**config.mk**
```make
export PLATFORM = sky130hd
export DESIGN_NAME = vga_frame_reader_flat
export DESIGN_NICKNAME = d
export VERILOG_FILES = /design/src/rtl/vga_frame_reader_if.sv /design/src/rtl/vga_frame_reader.sv /design/src/flat_wrapper.sv
export SDC_FILE = /design/constraint.sdc
export NUM_CORES = 1
export LEC_CHECK = 0
export ABC_AREA = 1
export BUFFER_PORTS_ARGS = -buffer_cell sky130_fd_sc_hd__buf_2
export CORE_MARGIN = 8
export CORE_UTILIZATION = 60
export CTS_BUF_LIST = sky130_fd_sc_hd__clkbuf_16
export CTS_CLUSTER_DIAMETER = 120
export CTS_CLUSTER_SIZE = 25
export DETAILED_ROUTE_END_ITERATION = 8
export PLACE_DENSITY = 0.81
export SYNTH_ARGS = -nofsm -noshare
export SYNTH_HDL_FRONTEND = slang
export SYNTH_SLANG_ARGS = --single-unit
export TNS_END_PERCENT = 100
```
**constraint.sdc**
```tcl
create_clock -name clk -period 4 [get_ports clk]
set_input_delay 0.2 -clock clk [delete_from_list [all_inputs] [get_ports clk]]
set_output_delay 0.2 -clock clk [all_outputs]
set_load 0.005 [all_outputs]
```
**src/rtl/vga_frame_reader_if.sv**
```systemverilog
// Read port of the dual-port frame RAM as seen by the VGA reader.
// The reader drives the address; the RAM returns data one clock later.
interface vga_frame_reader_if;
    logic [16:0] rd_addr;
    logic [7:0]  rd_data;

    modport master (output rd_addr, input  rd_data);
    modport slave  (input  rd_addr, output rd_data);
endinterface

```
**src/rtl/vga_frame_reader.sv**
```systemverilog
// VGA 640x480@60 frame reader: scans the RGB332 frame RAM, upscales it by
// 2^SCALE_LOG2 and drives 4-4-4 colour with a fixed 3-cycle pipeline to the pins.
module vga_frame_reader #(
    parameter int unsigned H_VIS      = 640,
    parameter int unsigned H_FP       = 16,
    parameter int unsigned H_SYNC     = 96,
    parameter int unsigned H_BP       = 48,
    parameter int unsigned V_VIS      = 480,
    parameter int unsigned V_FP       = 10,
    parameter int unsigned V_SYNC     = 2,
    parameter int unsigned V_BP       = 33,
    parameter int unsigned IMG_W      = 160,
    parameter int unsigned IMG_H      = 120,
    parameter int unsigned SCALE_LOG2 = 2
) (
    input  logic                clk,
    input  logic                rst,
    vga_frame_reader_if.master  ram,
    output logic                VGA_HS,
    output logic                VGA_VS,
    output logic [3:0]          VGA_R,
    output logic [3:0]          VGA_G,
    output logic [3:0]          VGA_B,
    output logic                frame_start
);
    localparam int unsigned H_TOTAL  = H_VIS + H_FP + H_SYNC + H_BP;
    localparam int unsigned V_TOTAL  = V_VIS + V_FP + V_SYNC + V_BP;
    localparam int unsigned HW       = $clog2(H_TOTAL);
    localparam int unsigned VW       = $clog2(V_TOTAL);
    localparam int unsigned AW       = 17;
    localparam int unsigned HS_START = H_VIS + H_FP;
    localparam int unsigned HS_END   = HS_START + H_SYNC;
    localparam int unsigned VS_START = V_VIS + V_FP;
    localparam int unsigned VS_END   = VS_START + V_SYNC;
    localparam int unsigned PIX_MASK = (1 << SCALE_LOG2) - 1;

    logic [HW-1:0] hcnt;
    logic [VW-1:0] vcnt;
    logic [HW-1:0] col;
    logic [AW-1:0] row_base;

    logic h_last_c, v_last_c, in_img_c, hs_c, vs_c, frame_c;
    logic col_step_c, row_step_c;

    // Sync flags travel active-high (1 = in sync) so a cleared pipeline means idle pins.
    logic s1_img, s1_hs, s1_vs, s1_frame;
    logic s2_img, s2_hs, s2_vs, s2_frame;

    // Decode of the current counter position.
    always_comb begin
        h_last_c   = (hcnt == HW'(H_TOTAL - 1));
        v_last_c   = (vcnt == VW'(V_TOTAL - 1));
        in_img_c   = (hcnt < HW'(H_VIS)) && (vcnt < VW'(V_VIS)) &&
                     ((hcnt >> SCALE_LOG2) < HW'(IMG_W)) &&
                     ((vcnt >> SCALE_LOG2) < VW'(IMG_H));
        hs_c       = (hcnt >= HW'(HS_START)) && (hcnt < HW'(HS_END));
        vs_c       = (vcnt >= VW'(VS_START)) && (vcnt < VW'(VS_END));
        frame_c    = (hcnt == '0) && (vcnt == '0);
        col_step_c = (hcnt < HW'(H_VIS)) && ((hcnt & HW'(PIX_MASK)) == HW'(PIX_MASK));
        row_step_c = (vcnt < VW'(V_VIS)) && ((vcnt & VW'(PIX_MASK)) == VW'(PIX_MASK));
    end

    // Raster counters plus incremental row/column address, no multiplier needed.
    always_ff @(posedge clk) begin
        if (rst) begin
            hcnt     <= '0;
            vcnt     <= '0;
            col      <= '0;
            row_base <= '0;
        end else if (h_last_c) begin
            hcnt <= '0;
            col  <= '0;
            if (v_last_c) begin
                vcnt     <= '0;
                row_base <= '0;
            end else begin
                vcnt <= vcnt + VW'(1);
                if (row_step_c) row_base <= row_base + AW'(IMG_W);
            end
        end else begin
            hcnt <= hcnt + HW'(1);
            if (col_step_c) col <= col + HW'(1);
        end
    end

    // Three-stage pipeline: address, RAM access, pin registers.
    always_ff @(posedge clk) begin
        if (rst) begin
            ram.rd_addr <= '0;
            s1_img      <= 1'b0;
            s1_hs       <= 1'b0;
            s1_vs       <= 1'b0;
            s1_frame    <= 1'b0;
            s2_img      <= 1'b0;
            s2_hs       <= 1'b0;
            s2_vs       <= 1'b0;
            s2_frame    <= 1'b0;
            VGA_HS      <= 1'b1;
            VGA_VS      <= 1'b1;
            VGA_R       <= '0;
            VGA_G       <= '0;
            VGA_B       <= '0;
            frame_start <= 1'b0;
        end else begin
            if (in_img_c) ram.rd_addr <= row_base + AW'(col);
            s1_img      <= in_img_c;
            s1_hs       <= hs_c;
            s1_vs       <= vs_c;
            s1_frame    <= frame_c;
            s2_img      <= s1_img;
            s2_hs       <= s1_hs;
            s2_vs       <= s1_vs;
            s2_frame    <= s1_frame;
            VGA_HS      <= ~s2_hs;
            VGA_VS      <= ~s2_vs;
            frame_start <= s2_frame;
            // RAM data is only looked at inside the image, so X outside never reaches the pins.
            if (s2_img) begin
                VGA_R <= {ram.rd_data[7:5], ram.rd_data[7]};
                VGA_G <= {ram.rd_data[4:2], ram.rd_data[4]};
                VGA_B <= {ram.rd_data[1:0], ram.rd_data[1:0]};
            end else begin
                VGA_R <= '0;
                VGA_G <= '0;
                VGA_B <= '0;
            end
        end
    end
endmodule

```
**src/flat_wrapper.sv**
```systemverilog
// flat-port wrapper written by rule: the top's interface ports become plain ports
module vga_frame_reader_flat 
#(
    parameter int unsigned H_VIS      = 640,
    parameter int unsigned H_FP       = 16,
    parameter int unsigned H_SYNC     = 96,
    parameter int unsigned H_BP       = 48,
    parameter int unsigned V_VIS      = 480,
    parameter int unsigned V_FP       = 10,
    parameter int unsigned V_SYNC     = 2,
    parameter int unsigned V_BP       = 33,
    parameter int unsigned IMG_W      = 160,
    parameter int unsigned IMG_H      = 120,
    parameter int unsigned SCALE_LOG2 = 2
)
  (clk, rst, VGA_HS, VGA_VS, VGA_R, VGA_G, VGA_B, frame_start, ram_rd_addr, ram_rd_data);
  vga_frame_reader_if ram_i ();
  input  logic clk;
  input  logic rst;
  output logic VGA_HS;
  output logic VGA_VS;
  output logic [3:0] VGA_R;
  output logic [3:0] VGA_G;
  output logic [3:0] VGA_B;
  output logic frame_start;
  output wire logic [$bits(ram_i.rd_addr)-1:0] ram_rd_addr;
  input wire logic [$bits(ram_i.rd_data)-1:0] ram_rd_data;
  assign ram_rd_addr = ram_i.rd_addr;
  assign ram_i.rd_data = ram_rd_data;
  vga_frame_reader #(.H_VIS(H_VIS), .H_FP(H_FP), .H_SYNC(H_SYNC), .H_BP(H_BP), .V_VIS(V_VIS), .V_FP(V_FP), .V_SYNC(V_SYNC), .V_BP(V_BP), .IMG_W(IMG_W), .IMG_H(IMG_H), .SCALE_LOG2(SCALE_LOG2)) u_core (.clk(clk), .rst(rst), .ram(ram_i), .VGA_HS(VGA_HS), .VGA_VS(VGA_VS), .VGA_R(VGA_R), .VGA_G(VGA_G), .VGA_B(VGA_B), .frame_start(frame_start));
endmodule
```
==> key figures <==
Clock tree
  • # hold bufs at CTS: 0
  • Clock latency on the worst-skew pair: around 330 ps
  • Depth of the CTS H-tree: 3
  • Cts bufs inserted: 9
  • CTS tree: yes
  • Post-CTS Resized: 0
  • Clk sinks: a little under 80
  • Post-CTS Setup Bufs: 0
  • CTS Buffer Depth: 2
  • CTS Root Cell: clkbuf_16
  • Worst-path clk slew: ~60 ps

Routing
  • Detailed-route via count: about 3.6k
  • Antenna-violating nets left: 0
  • Vias/cell: 5.47
  • WL final: 8600 µm
  • Pre-Repair DR Iteration Count: 7
  • Remaining DRCs: 0
  • DR iter-0 viols: 258
  • DR WL/cell: ~13 µm

Global routing
  • First-pass GRT wire length: ~15000 µm
  • Pin count of the biggest net entering global routing: 31
  • Vias in the first global route: about 3.4k
  • Initial antenna violation count: 0
  • GR Util All Layers: 0.196
  • GRT overflow: 0

Setup path
  • FF-to-FF setup slack: approximately 1800 ps
  • Crit path max fanout: 17
  • Worst Reg-to-Reg Cells: 8
  • Crit Reg-Reg Endpoint: u_core.hcnt[9]
  • Critical setup path kind: register to register
  • Critical path launch point: u_core.hcnt[0]
  • CP required: around 4200 ps
  • Crit-path slowest cell: nand2_1
  • CP Launch Type: register
  • Critical Path Sink: u_core.hcnt[9]
  • Worst r2r src: u_core.hcnt[0]
  • Critical path data arrival time: ~2500 ps
  • Slowest stage delay, CP: approximately 520 ps
  • Critical path, cell by cell: ha_1 -> nand2_2 -> nor2_4 -> nand3_2 -> nand2_1 -> inv_1 -> o21ai_0 -> nor2_1
  • Crit end category: register

Pwr
  • Sw Pwr: 343 µW
  • Clk pwr share: 0.524
  • Leak Pwr: slightly below 2 nW
  • Sequential Power Share: 0.452
  • Final Power: 1.75 mW
  • Switching share of power: 0.196
  • Logic gate share of total power: 0.024
  • Total power divided by cell area: between 400 and 500 mW/mm²
  • Internal power: around 1.4 mW
  • Max VDD drop: between 0.2 and 0.3 mV

Cells and area
  • Area occupied by multi-input gates: 0.00187 mm²
  • Post-Route Utilization: 0.698
  • Filler cells: about 550
  • Area grow syn2layout: 14.0%
  • # diodes: 0
  • Final net count: about 600
  • Layout cells sized above 1: 0.124
  • Register area: roughly 0.0016 mm²

Placement
  • IO buf count: 41
  • Post-detail-place hpwl: 6150 µm
  • Place WS: ~1800 ps
  • Routability Congestion: 0.893

Synth
  • Primary FF master, synth: dfxtp_1
  • Syn_area_per_cell: roughly 7.0 µm²
  • Gate Count Post-Synth: between 500 and 600
  • Synth Warn #: 0
  • Flops & latches, synth: 78
  • FFs w/ async S/R, synth: 0
  • Synthesized area: 0.00382 mm²
  • Unique masters post-synth: 32
  • EDFF count, synth: 0
  • Post-synthesis sequential area ratio: 0.408
  • Syn Nets: roughly 570

Min path
  • Worst Hold Class: input port to register

Floorplan
  • Die width: ~96 µm
  • Initial Utilization: 0.613
  • Row count: 29
  • Core footprint: roughly 0.0062 mm²
  • DIE HEIGHT: approximately 96 µm
  • DIE AREA: ~0.009 mm²
  • IO Count: between 40 and 50

Timing
  • Slew @ Worst Pin: between 700 and 800 ps
  • Hold Slack: 78.3 ps
  • Highest Clock Rate: between 0.4 and 0.5 GHz
  • Setup violators final: 0
  • Hold Violations, Final: 0
  • Clock skew: just under 4 ps
  • Setup TNS: 0 ps
  • Pins Over Slew Limit: 0
  • Final worst path period share: 0.562
  • Min cycle time layout: 2250 ps
  • Final critical-path setup slack: about 1800 ps
  • Max_slew headroom: 0.504
  • RSZ-0062 raised after global routing: no

Flow run
  • Maxcap violations: 0

Outcome
  • Status: complete, no violations
[power by group through the flow]
stage               clock [mW]  sequential [mW]  combinational, mW
finish                   0.917            0.790             0.0419
global route             0.954            0.791             0.0482
CTS                      0.926            0.790             0.0422
detailed placement           0            0.807             0.0417
global placement             0            0.807             0.0409
floorplan                    0            0.807             0.0286
[cell type report]
class                   count  area share
clock buffers               9      0.0517
repair buffers             41      0.0471
clock inverters             7      0.0261
inverters                  75      0.0646
flip-flops and latches     78       0.358
well taps                  77      0.0221
multi-input cells         377       0.430
[through the flow]
stage | std cells | instance area, µm²
2_1_floorplan | 547 | 3820
3_3_place_gp | 648 | 4020
3_5_place_dp | 648 | 4020
4_1_cts | 664 | 4360
5_1_grt | 664 | 4360
6_report | 664 | 4360
[routing by layer]
| metal | track usage | share of wire |
|---|---|---|
| met1 | 0.244 | 0.44 |
| met2 | 0.326 | 0.48 |
| met3 | 0.0413 | 0.065 |
| met4 | 0.0743 | 0.013 |
| met5 | 0 | 0 |
[synthesized netlist by cell type, types with 5 or more instances]
cell      number  area share
nand3_1       42       0.055
o21ai_0       24       0.031
inv_1         72       0.071
xnor2_1        5       0.011
clkbuf_1       5      0.0049
nor3_1        13       0.017
buf_4          6       0.012
dfxtp_1       78        0.41
nand4_1       13       0.021
nand2_1      132        0.13
xor2_1         5       0.011
nor2_1        57       0.056
a21oi_1       46       0.060
ha_1          11       0.036
[registers in the layout, indices dropped and copies added, names as in the netlist, 2 cells and up]
register	count
u_core.col	10
u_core.hcnt	10
u_core.VGA_R	3
u_core.VGA_B	2
u_core.ram.rd_addr	17
u_core.VGA_G	3
u_core.vcnt	10
u_core.row_base	12
[placed cells by master (no fill, tap or decap), types with 13 or more instances in the layout]
cell type and count:
nand2_1 132, nand3_1 42, nand4_1 13, buf_2 41
dfxtp_1 78, o21ai_0 24, inv_1 73, a21oi_1 46
nor3_1 13, nor2_1 57
[logic make-up after synthesis]
kind of cell    share of synthesized area
buf+inv                             0.101
xor+xnor                           0.0229
fa+ha+maj                          0.0360
flops                               0.408
simple gates                        0.317
compound gates                      0.114
[critical path: cells and delay by family, from the launching register on]
kind / cells / cell delay [ps]
simple gates: 5 / 1110
flops: 1 / 370
buf+inv: 1 / 190
compound gates: 1 / 140
fa+ha+maj: 1 / 310
[worst min path at each step]
stage / start / endpoint / depth (start not counted)
floorplan: ram_rd_data[1] / u_core.VGA_B[1] / 2
global placement: u_core.s2_vs / u_core.VGA_VS / 1
detailed placement: u_core.s2_vs / u_core.VGA_VS / 1
CTS: ram_rd_data[5] / u_core.VGA_R[1] / 3
global route: ram_rd_data[5] / u_core.VGA_R[1] / 3
finish: ram_rd_data[2] / u_core.VGA_G[1] / 3
Power figures use the tool's default switching activity.
